## src/rtl/pixel_fifo.sv

```systemverilog
// pixel_fifo: plot-request buffer between the draw multiplexer and the VGA adapter.
// Latency: a plot written into an empty buffer is presented on out_* the next cycle.
// Backpressure: out_ready stalls the output side; writes that arrive while full and not popping are dropped.
//
// Ports:
//   clk, reset                      system clock, asynchronous active-high reset
//   in_x/in_y/in_colour/in_write    plot request from the draw multiplexer
//   out_ready                       adapter can take a plot this cycle
//   clear_overflow                  synchronous clear of overflow and drop_count
//   out_x/out_y/out_colour/out_plot show-ahead head entry and plot strobe to the adapter
//   level/full/empty                fill status
//   overflow/drop_count             sticky drop flag and saturating drop counter
//
// Build option: define PIXEL_FIFO_CLIP_EN to silently discard off-screen
// requests (x >= SCREEN_W or y >= SCREEN_H) before they reach the buffer.
module pixel_fifo #(
  parameter int DEPTH_LOG2 = 4,
  parameter int SCREEN_W   = 160,
  parameter int SCREEN_H   = 120
) (
  input  logic                  clk,
  input  logic                  reset,
  input  logic [9:0]            in_x,
  input  logic [9:0]            in_y,
  input  logic [2:0]            in_colour,
  input  logic                  in_write,
  input  logic                  out_ready,
  input  logic                  clear_overflow,
  output logic [7:0]            out_x,
  output logic [6:0]            out_y,
  output logic [2:0]            out_colour,
  output logic                  out_plot,
  output logic [DEPTH_LOG2:0]   level,
  output logic                  full,
  output logic                  empty,
  output logic                  overflow,
  output logic [15:0]           drop_count
);

  localparam int DEPTH = 1 << DEPTH_LOG2;
  localparam logic [DEPTH_LOG2:0] LEVEL_MAX = {1'b1, {DEPTH_LOG2{1'b0}}};
  localparam logic [9:0] X_LIM = 10'(SCREEN_W);
  localparam logic [9:0] Y_LIM = 10'(SCREEN_H);

  typedef struct packed {
    logic [7:0] x;
    logic [6:0] y;
    logic [2:0] colour;
  } pix_t;

  pix_t                  mem [DEPTH];
  pix_t                  head;
  logic [DEPTH_LOG2-1:0] rd_ptr;
  logic [DEPTH_LOG2-1:0] wr_ptr;
  logic                  in_range;
  logic                  req;
  logic                  pop;
  logic                  push;
  logic                  drop;

  assign in_range = (in_x < X_LIM) & (in_y < Y_LIM);

`ifdef PIXEL_FIFO_CLIP_EN
  // Off-screen requests vanish here, so they can never count as drops.
  assign req = in_write & in_range;
`else
  assign req = in_write;
  logic unused_in_range;
  assign unused_in_range = in_range;
`endif

  assign empty = (level == '0);
  assign full  = (level == LEVEL_MAX);

  // Pop is purely a function of registered state and out_ready, so there is
  // no combinational path from in_* to the output side.
  assign pop      = ~empty & out_ready;
  assign out_plot = pop;

  // When full, a simultaneous pop frees the slot being written this edge.
  assign push = req & (~full | pop);
  assign drop = req & full & ~pop;

  // Show-ahead: the head entry is always visible on the outputs.
  assign head       = mem[rd_ptr];
  assign out_x      = head.x;
  assign out_y      = head.y;
  assign out_colour = head.colour;

  // Storage needs no reset; only entries between the pointers are ever read as valid.
  always_ff @(posedge clk) begin
    if (push) begin
      mem[wr_ptr] <= '{x: in_x[7:0], y: in_y[6:0], colour: in_colour};
    end
  end

  always_ff @(posedge clk or posedge reset) begin
    if (reset) begin
      rd_ptr <= '0;
      wr_ptr <= '0;
      level  <= '0;
    end else begin
      if (push) wr_ptr <= wr_ptr + 1'b1;
      if (pop)  rd_ptr <= rd_ptr + 1'b1;
      case ({push, pop})
        2'b10:   level <= level + 1'b1;
        2'b01:   level <= level - 1'b1;
        default: level <= level;
      endcase
    end
  end

  // A drop in the same cycle as a clear wins: the count restarts at one.
  always_ff @(posedge clk or posedge reset) begin
    if (reset) begin
      overflow   <= 1'b0;
      drop_count <= '0;
    end else if (drop) begin
      overflow <= 1'b1;
      if (clear_overflow)
        drop_count <= 16'd1;
      else if (drop_count != 16'hFFFF)
        drop_count <= drop_count + 16'd1;
    end else if (clear_overflow) begin
      overflow   <= 1'b0;
      drop_count <= '0;
    end
  end

endmodule
```

## config.mk

```make
export PLATFORM = sky130hd
export DESIGN_NAME = pixel_fifo
export DESIGN_NICKNAME = d
export VERILOG_FILES = /design/src/rtl/pixel_fifo.sv
export SDC_FILE = /design/constraint.sdc
export NUM_CORES = 1
export LEC_CHECK = 0
export ABC_AREA = 1
export ABC_CLOCK_PERIOD_IN_PS = 5000
export CAP_MARGIN = 0
export CORE_AREA = 2 2 154 156
export DETAILED_ROUTE_END_ITERATION = 10
export DIE_AREA = 0 0 156 158
export PLACE_DENSITY = 0.79
export SLEW_MARGIN = 20
export SYNTH_ARGS = -nofsm -noshare
export SYNTH_HDL_FRONTEND = slang
export SYNTH_SLANG_ARGS = --single-unit
```

## constraint.sdc

```tcl
create_clock -name clk -period 5 [get_ports clk]
set_input_delay 0.5 -clock clk [delete_from_list [all_inputs] [get_ports clk]]
set_output_delay 0.5 -clock clk [all_outputs]
set_load 0.01 [all_outputs]
```

==> results of run 1 <==
## flip-flops by register name (all words and copies together) (netlist names)
name / count
mem: 288
drop_count: 16
level: 5
rd_ptr: 4
wr_ptr: 4
overflow: 1
## cells by family (layout without fill, tap and decap cells)
logic type	Yosys count	in the layout	synth area share, %
AND/OR/NAND/NOR	372	372	12.2
adder cells (fa/ha/maj)	10	10	0.971
XOR/XNOR	12	12	0.770
AO/OA/AOI/OAI	237	237	10.2
buffers and inverters	241	323	6.98
flip-flops	318	318	68.8
## power breakdown
part           leakage (nW)  internal [mW]  total (mW)  switching [mW]
clock                 0.447           1.18        2.11           0.929
sequential             2.99           3.19        3.50           0.319
combinational          2.46          0.988        2.60            1.61
## critical path, stage by stage (launching register included)
cell	delay (ps)
dfrtp_4	970
buf_4	500
o211ai_1	190
nand3_1	160
nand3_1	120
nand2_1	130
clkdlybuf4s50_1	540
## cell usage after synthesis, types with 11 or more instances
| master | n | share of area [%] |
|---|---|---|
| dfrtp_1 | 30 | 5.5 |
| nand2_1 | 175 | 4.8 |
| nor2_1 | 40 | 1.1 |
| nand3_1 | 131 | 4.8 |
| buf_1 | 11 | 0.30 |
| edfxtp_1 | 288 | 63 |
| o21ai_0 | 82 | 3.0 |
| xor2_1 | 11 | 0.71 |
| a21oi_1 | 76 | 2.8 |
| o211ai_1 | 72 | 4.0 |
| inv_1 | 174 | 4.8 |
| clkbuf_1 | 22 | 0.60 |
| buf_2 | 27 | 0.99 |
## layout make-up
class	instances	area, µm²
fillers	1577	7500
well taps	290	363
inverters	179	672
clock inverters	17	119
multi-input cells	631	3340
flip-flops and latches	318	9410
repair buffers	90	851
clock buffers	37	798
## path summary, 6_finish.rpt
path	startpoint	end	cells after the start
max	rd_ptr[0]	out_colour[1]	6
min	reset	wr_ptr[0]	3
max reg2reg	level[1]	mem[13][0]	9
min reg2reg	overflow	overflow	2
max in group asynchronous	reset	rd_ptr[1]	3
min in group clk	overflow	overflow	2
## metrics by stage
stage	hold WS [ps]	power [mW]	setup WS (ps)
2_1_floorplan	517	5.13	2740
6_report	319	8.21	1270
3_5_place_dp	482	6.12	1900
5_1_grt	360	8.64	1100
4_1_cts	329	8.23	1250
3_3_place_gp	473	6.01	1940
## layer usage
layer / global-route usage, % / vias to the layer above
met5: 0 / -
met3: 4.13 / 88
li1: - / 4256
met4: 10.2 / 0
met1: 29.4 / 4210
met2: 43.1 / 350
==> summary.md, run 1 <==
| Metric | Value |
|---|---|
| Cts repair resizes | 0 |
| Routability cong. | 0.874 |
| Met3 wire len | 2140 µm |
| Sequential share of the synthesized area | 68.8% |
| Most common cell after layout, fill and taps aside | edfxtp_1 |
| Avg Synthesized Cell Area | 11.5 µm² |
| Drt total wl | 29500 µm |
| Maxcap violations | 0 |
| Worst-Margin Slew | 1140 ps |
| CP max FO | 88 |
| FFs w/ async S/R, synth | 9.43% |
| Min-delay worst type | input pin to async pin |
| Vias in the first global route | 8674 |
| P per Cell Area | 528 nW/µm² |
| Number of post-CTS setup repair buffers | 0 |
| # diodes | 0 |
| Setup tns final | 0 ps |
| Final Hold Vio Count | 0 |
| Iteration-0 DRC count of the detailed router | 843 |
| First drt pass iteration count | 5 |
| Placed Area | 14600 µm² |
| Outcome | finished clean |
| Critical path class | register to output pin |
| Clock Path Buffers | 3 |
| Chip width | 156 µm |
| Die height | 158 µm |
| Yosys reg bits | 318 |
| Gr usage total | 24.2% |
| Remaining DRCs | 0 |
| Yosys warns | 0 |
| Cell Rows | 56 |
| Final Non-Filler Cells | 1562 |
| Placed insts | 1508 |
| Crit. End Element | output pin |
| IO buf count | 65 |
| Reg-to-reg setup timing slack | 2470 ps |
| Critical Path RT | 4500 ps |
| Clock sinks | 318 |
| EDFF count, synth | 288 |
| Fin. max-slew vios | 0 |
| Hold_buf cts | 0 |
| Tmin final | 3730 ps |
| Ys flop type | edfxtp_1 |
| Clock tree root buffer cell | clkbuf_16 |
| Remaining antenna violation count | 0 |
| Nets@finish | 1289 |
| Max IR drop VDD | 0.311 mV |
| I/O pins | 71 |
| RSZ-0062 raised after global routing | false |
| Clock Skew | 7.02 ps |
| Routed via count | 8904 |
| Leakage power | 5.89 nW |
| Final Util | 67.5% |
| Final setup viols | 0 |
| CTS tree | yes |
| Netlist cell types | 32 |
| Clk Latency, worst-skew pair | 550 ps |
| Largest net degree at the start of global routing | 89 |
| Post-synthesis cell count | 1190 |
| Routed wire per std cell | 18.9 µm |
| Starting density of the core | 59.2% |
| Post-route cell area | 15600 µm² |
| Startpoint types | register |
| Dpl hpwl | 16400 µm |
| Syn Nets | 1228 |
| Core area | 23100 µm² |
| FMAX | 0.268 GHz |
| First-pass GRT wire length | 45500 µm |
| Worst slew margin | 24.2% |
| CP Data Arrival Time | 3230 ps |
| Reg clk slew, reported paths | 60 ps |
| # H-tree levels | 1 |
| Initial antenna violation count | 0 |
| GRT overflow | 0 |
| Met2 WL post-DR | 15100 µm |
| Area grow syn2layout | 13.9% |
| Top sig layer | met4 |
| Synth Cell Area | 13700 µm² |
| Total CTS buffers | 31 |
| Die Area | 24600 µm² |
| Vias/cell | 5.70 |
| Crit share post-route | 74.6% |
| Share of cells above drive strength 1 | 8.33% |
| M1 WL | 11200 µm |
| Most frequent cells in the layout | edfxtp_1, nand2_1, inv_1, nand3_1, o21ai_0 |
No activity file was read; power rests on OpenSTA's default activity.
==> inputs of run 2 (changes only) <==
Settings changed: ABC_CLOCK_PERIOD_IN_PS 5000 to 3600.
Clock period 5 ns to 3.6 ns, I/O delays scaled along.
==> run 2 against run 1 <==
First-iteration DRC count rose by 4.5%. Design area rose by 1.6%. Clock power rose by 62%. Worst setup slack got worse by 990 ps. Sequential share of layout area fell by 0.92 points. Sequential power rose by 35%. Global-route usage rose by 0.87 points. Utilization rose by 1.0 points. Critical path type unchanged.
==> summary.md, run 2 (same netlist as run 1, synthesis figures left out) <==
| Metric | Value |
|---|---|
| First drt pass iteration count | 5 |
| # diodes | 0 |
| Clock Skew | 14.9 ps |
| Min-delay worst type | input pin to async pin |
| WP buf/inv | 2 |
| Reg clk slew, reported paths | 60 ps |
| CP Data Arrival Time | 2960 ps |
| Most frequent cells in the layout | edfxtp_1, nand2_1, inv_1, nand3_1, o21ai_0 |
| CP Cell Sequence | buf_12 -> o211ai_1 -> nand3_1 -> nand3_1 -> nand2_1 -> clkdlybuf4s50_1 |
| Clock sinks | 318 |
| Hold_buf cts | 0 |
| Vias/cell | 5.74 |
| Cell Rows | 56 |
| # H-tree levels | 1 |
| Reg-to-reg setup timing slack | 1030 ps |
| GRT overflow | 0 |
| Routed via count | 9025 |
| First-pass GRT wire length | 47100 µm |
| Worst path max stage delay | 1040 ps |
| IO buf count | 65 |
| Drt total wl | 30300 µm |
| Most common cell after layout, fill and taps aside | edfxtp_1 |
| RSZ-0062 raised after global routing | false |
| Vias in the first global route | 8861 |
| Worst slack, placed | 816 ps |
| P per Cell Area | 757 nW/µm² |
| Worst slew margin | 36.6% |
| Chip width | 156 µm |
| R2r worst-path depth | 9 |
| Most crowded layer after global routing | met2 |
| Largest Register | mem |
| Iteration-0 DRC count of the detailed router | 881 |
| Crit. End Element | output pin |
| Final setup viols | 0 |
| Critical Path Stages | 6 |
| Cts repair resizes | 0 |
| Largest net degree at the start of global routing | 119 |
| Met2 Usage GRT | 44.3% |
| Die height | 158 µm |
| CP max FO | 81 |
| Outcome | finished clean |
| FMAX | 0.301 GHz |
| Startpoint types | register |
| Remaining DRCs | 0 |
| Met1 Use GR | 32.1% |
| Clk Latency, worst-skew pair | 560 ps |
| Share of cells above drive strength 1 | 9.36% |
| Max IR drop VDD | 0.430 mV |
| Top delay family on crit path | flip-flops |
| Slowest-stage cell, CP | dfrtp_4 |
| Worst r2r dst | mem[0][6] |
| Gr usage total | 25.1% |
| Crit share post-route | 92.2% |
| CP most frequent cell | nand3_1 |
| Fin. max-slew vios | 0 |
| Routed wire per std cell | 19.3 µm |
| Nets@finish | 1296 |
| Final Hold Vio Count | 0 |
| Met3 GRT Util | 3.26% |
| Setup tns final | 0 ps |
| I/O pins | 71 |
| Initial antenna violation count | 0 |
| Max reg flops | 288 |
| Core area | 23100 µm² |
| Fill count | 1599 |
| Dpl hpwl | 17300 µm |
| Biggest regs | mem: 288 flops, drop_count: 16 flops, level: 5 flops |
| Maxcap violations | 0 |
| Routability cong. | 0.844 |
| Starting density of the core | 59.2% |
| Clock Path Buffers | 3 |
| Critical Path RT | 3240 ps |
| Leakage power | 6.01 nW |
| Total CTS buffers | 31 |
| Critical path class | register to output pin |
| Die Area | 24600 µm² |
| Setup WS post-layout | 282 ps |
| Tmin final | 3320 ps |
| Setup crit end | out_colour[1] |
| CTS tree | yes |
| Critical Path Source | rd_ptr[1] |
| Number of post-CTS setup repair buffers | 0 |
| Remaining antenna violation count | 0 |
| Clock tree root buffer cell | clkbuf_16 |
| Worst r2r src | level[0] |
| Worst-Margin Slew | 950 ps |
| Area grow syn2layout | 15.7% |
run 2: changes by cell type in the layout (fill, tap and decap cells not counted):
cell	delta
buf_4	+5
bufinv_16	+6
buf_12	+2
clkbuf_1	-3
clkinv_1	-1
clkinvlp_4	+2
clkinv_2	+2
clkinv_4	-3
run 2: worst min-delay path by stage:
stage	depth (start not counted)	to	start	slack (ps)
after detailed placement	2	overflow	overflow	480
after global placement	2	overflow	overflow	480
after global routing	2	drop_count[2]	reset	250
after floorplan	1	drop_count[0]	reset	450
final	2	level[4]	reset	190
after CTS	2	level[1]	reset	210
run 2: routing by layer:
| layer | share of wire, % | vias up |
|---|---|---|
| met2 | 51 | 384 |
| met4 | 2.7 | 0 |
| li1 | - | 4274 |
| met3 | 6.9 | 62 |
| met5 | 0 | - |
| met1 | 40 | 4305 |
run 2: final cells by class:
type                            count  area, µm²  share of cell area [%]
Sequential cell                   318       9410                    59.6
Timing Repair Buffer               97        928                    5.88
Inverter                          179        672                    4.25
Clock buffer                       34        787                    4.98
Clock inverter                     23        294                    1.86
Tap cell                          290        363                    2.30
Multi-Input combinational cell    631       3340                    21.2
run 2: through the flow:
stage	power [mW]	instance area (µm²)	hold slack, ps	util, %	instances
floorplan	7.12	13700	451	-	1190
global placement	8.44	14700	483	63.8	1515
detailed placement	8.58	14700	480	63.8	1515
CTS	12.0	15800	207	68.5	1572
global route	12.6	15800	254	68.5	1572
finish	12.0	15800	191	68.5	1572
run 2: worst reg2reg max path: stages (launching register included):
cell and delay, ps:
dfrtp_1 430, nor2_2 80, nand2_1 130, nor2_4 60, nand2_1 60, nand2_1 90, inv_1 210, nand2_1 220
nor2_2 590, buf_4 380
run 2: report_power, final:
group	internal [mW]	switching, mW	total, mW
sequential	4.43	0.305	4.73
clock	2.07	1.35	3.42
combinational	1.43	2.38	3.81
total	7.93	4.03	12.0
==> RTL edit 1, RTL diff (flow settings as in run 2) <==
Build with the macro `PIXEL_FIFO_CLIP_EN` defined.
--- a/src/rtl/pixel_fifo.sv
+++ b/src/rtl/pixel_fifo.sv
@@ -14,4 +14,6 @@
 // Build option: define PIXEL_FIFO_CLIP_EN to silently discard off-screen
 // requests (x >= SCREEN_W or y >= SCREEN_H) before they reach the buffer.
+`define PIXEL_FIFO_CLIP_EN
+
 module pixel_fifo #(
   parameter int DEPTH_LOG2 = 4,
Formal check against the unedited RTL: not equivalent (a bounded check fails within 4 cycles, from zero or initial values and one cycle with reset high).
==> RTL edit 1 against run 2 <==
- wire length grew 4.5%
- area after synthesis is 2.4% lower
- design area shrank 1.3%
- core utilization is 0.92 points lower
- synthesized cell count down 5.5%
- count of clock-buffer cells in the layout increased by 2
- setup slack got worse by 0.094 ns
- sequential cell count unchanged
- total power decreased by 6.8%
==> RTL edit 1: results <==
clock_network:
  ctsResizeCount: 0
setup_path:
  crit_start: "rd_ptr[1]"
  critPathMaxFanout: 74
  worstPathArrival_ns: 3.05
  slowest_delay_ns: 0.97
  reg2reg_from: "level[1]"
place:
  place_congestion: 0.841
  port_buffers: 70
  dp_hpwl_mm: 18.4
status:
  status: "completed"
drt:
  dr.pass1.iters: 5
  post_drt_wl_per_cell_um: 20.7
  vias: 9165
  drt_iter0_drc: 1094
yosys:
  synthAdderAreaFrac_pct: 0.995
  netlist_top_cells_count: "edfxtp_1, nor2_1, o21ai_0, nand2_1, o211ai_1"
  synthTopCellsByArea: "edfxtp_1, nor2_1, o21ai_0"
  ys_types: 33
  synth_fp_nets: 1163
  synth_compound_area_share_pct: 10.9
  ys_seq_area_share_pct: 70.5
  synthXorXnorAreaFrac_pct: 1.25
sta:
  worst_pin_slew_ns: 0.825
  finalClockSkew_ns: 0.0110
grt:
  grt_pass1_wl_mm: 48.7
  grt_pass1_vias: 8968
  grtUsageTotal_pct: 26.0
  grt_max_degree: 147
layout:
  nets: 1252
  final_layout_size_suffix_gt1_share_pct: 10.8
power_and_ir_drop:
  p_leak_nw: 5.43
  vdd_ir_drop_max_mv: 0.603
-- RTL edit 1: changes by cell type after synthesis, sizes merged, moves of 6 or more --
cell    change
o21ai      +91
xor2        +7
nor2      +220
inv       -135
a21oi      -74
nand4       -6
nand3      -86
nand2      -78
clkbuf     +10
buf        -13
-- RTL edit 1: where the power goes --
group          total, W  internal, W  switching, W
sequential      0.00432      0.00410      0.000218
clock           0.00326      0.00193       0.00133
combinational   0.00356      0.00134       0.00222
-- RTL edit 1: final timing paths --
kind / cells past startpoint / slack [ns] / to
worst max-delay path: 6 / 0.19 / out_x[2]
worst min-delay path: 2 / 0.26 / drop_count[2]
worst max register to register: 15 / 1.25 / level[4]
worst min register to register: 2 / 0.51 / overflow
max in group asynchronous: 3 / 2.67 / drop_count[3]
min in group clk: 2 / 0.51 / overflow
-- RTL edit 1: worst max-delay path, delay by kind of cell, from the launching register on --
kind / cells / cell delay [ns]
DFF: 1 / 0.97
buffers and inverters: 2 / 0.91
AOI/OAI and AO/OA: 2 / 0.37
and+or+nand+nor: 2 / 0.22
-- RTL edit 1: logic make-up after synthesis --
group           after synthesis
simple gates                422
flops                       318
compound gates              252
buf+inv                     104
xor+xnor                     19
fa+ha+maj                    10
-- RTL edit 1: stage by stage --
step                      instance area [µm²]  hold slack, ns  instances  utilization [%]  worst slack [ns]
after detailed placement                14600           0.482       1471             63.1             0.811
after global placement                  14600           0.489       1471             63.1             0.838
after global routing                    15600           0.331       1528             67.6            0.0581
after CTS                               15600           0.264       1528             67.6             0.183
after floorplan                         13300           0.451       1125                -              1.32
final                                   15600           0.261       1528             67.6             0.188
-- RTL edit 1: final cells by class --
type	count	area, µm²
Fill cell	1623	7470
Tap cell	290	363
Clock buffer	36	795
Timing Repair Buffer	115	1080
Multi-Input combinational cell	703	3530
Clock inverter	21	230
Sequential cell	318	9410
Inverter	45	179
-- RTL edit 1: layer usage --
layer  global-route usage [%]  wire length (µm)  up-vias
li1                         -                 -     4167
met1                     35.7             12700     4460
met2                     43.6             15500      482
met3                     3.89              2830       56
met4                     7.91               663        0
met5                        0                 0        -
==> RTL edit 2, RTL diff (settings of run 2) <==
Without the edit above. Reset style: synchronous (`reset`), changed in 2 clocked blocks. Comments in the files are not updated.
--- a/src/rtl/pixel_fifo.sv
+++ b/src/rtl/pixel_fifo.sv
@@ -95,5 +95,5 @@
   end
 
-  always_ff @(posedge clk or posedge reset) begin
+  always_ff @(posedge clk) begin
     if (reset) begin
       rd_ptr <= '0;
@@ -112,5 +112,5 @@
 
   // A drop in the same cycle as a clear wins: the count restarts at one.
-  always_ff @(posedge clk or posedge reset) begin
+  always_ff @(posedge clk) begin
     if (reset) begin
       overflow   <= 1'b0;
Formal check against the unedited RTL: differs if reset is asserted again (counterexample within 4 cycles, from zero or initial values and one cycle with reset high); with reset held inactive, the same outputs for 4 cycles.
==> RTL edit 2 against run 2 <==
- hold slack improved by 0.28 ns
- largest cell class unchanged
- die area unchanged
- sequential cell count up 4
- setup slack lost 0.016 ns
- critical path depth decreased by 1
- design area fell by 2.4%
- global-route usage is 2.3 points lower
- via count fell by 8.4%
- first-iteration DRC count fell by 4.2%
- area after synthesis shrank 2.9%
- wire length fell by 7.6%
Power is not compared: it rests on default switching activity, and its combinational part moved more than twofold at a synthesized area within 25%.
==> RTL edit 2: results <==
yosys:
  synthTopCellsByArea: "edfxtp_1, mux2i_1, dfxtp_1"
  netlist_top_cells_count: "edfxtp_1, inv_1, o21ai_0, a21oi_1, nand2_1"
  ys_types: 34
  ys_seq_area_share_pct: 70.4
  synth_fp_nets: 1074
  async_flop_share_pct: 0
  synth_area_per_cell_um2: 12.8
min_path:
  whs_path_depth: 2
  worst_hold_path_type: "register to register"
layout:
  bufAreaShareNonClock_pct: 6.17
  antenna_cells: 1
  ff_latch_area_um2: 9340
  multiInputCombCellCount: 544
  final_layout_size_suffix_gt1_share_pct: 9.76
  n_all_inverters: 119
  buffers_excl_clock: 95
  fill_cells: 1551
  clockNetworkAreaShare_pct: 6.60
  utilization_pct: 66.9
  multi_input_area_share_pct: 21.4
  n_clock_buffer: 33
  fin_cells: 1428
setup_path:
  reg2reg_from: "level[0]"
  critPathMaxFanout: 19
  r2r_cells: 7
  worstPathArrival_ns: 2.97
  slowest_delay_ns: 0.75
  rrSetupSlack_ns: 1.16
  cpMaxStageDelayCell: "clkinv_1"
  rr_endpoint: "mem[1][4]"
  path_delay_family: "buffers and inverters"
place:
  dp_slack_ns: 0.766
  place_inst: 1370
  place_congestion: 0.838
  dp_hpwl_mm: 16.3
  postPlaceCellArea_um2: 14400
sta:
  hold_slack_ns: 0.475
  fin_crit_ns: 3.33
  worst_pin_slew_ns: 0.948
  finalClockSkew_ns: 0.0162
grt:
  grt_max_degree: 90
  grt_pass1_wl_mm: 43.0
  grt_util_met3_pct: 3.83
  grtUsageTotal_pct: 22.8
  grt_pass1_vias: 7997
  met2_usage_pct: 38.9
  antenna_found_initial: 1
  use_met1_pct: 29.6
clock_network:
  ctsResizeCount: 0
  clock-sinks: 322
drt:
  wl_met1_mm: 11.7
  dr.pass1.iters: 4
  wl_met2_mm: 13.7
  drt_iter0_drc: 844
  dr_wl_met3_mm: 1.77
  routed_wl_mm: 28.0
power_and_ir_drop:
  total_power_w: 0.00892
status:
  status: "completed"
-- RTL edit 2: logic make-up (layout without fill, tap and decap cells) --
family | after synthesis | in the layout | synth area share [%]
AO/OA/AOI/OAI | 280 | 280 | 12.1
flip-flops | 322 | 322 | 70.4
AND/OR/NAND/NOR | 181 | 181 | 6.03
XOR/XNOR | 3 | 3 | 0.198
other | 0 | 1 | 0
buffers and inverters | 172 | 271 | 5.04
multiplexers | 72 | 72 | 5.44
adder cells (fa/ha/maj) | 8 | 8 | 0.755
-- RTL edit 2: worst max-delay path by stage --
stage	from	endpoint	cells past startpoint	slack [ns]
floorplan	level[0]	mem[11][0]	6	1.26
global placement	out_ready	mem[1][3]	6	0.81
detailed placement	out_ready	mem[1][3]	6	0.77
CTS	register	out_colour[2]	5	0.30
global route	register	out_x[5]	5	0.22
finish	register	out_x[5]	5	0.27
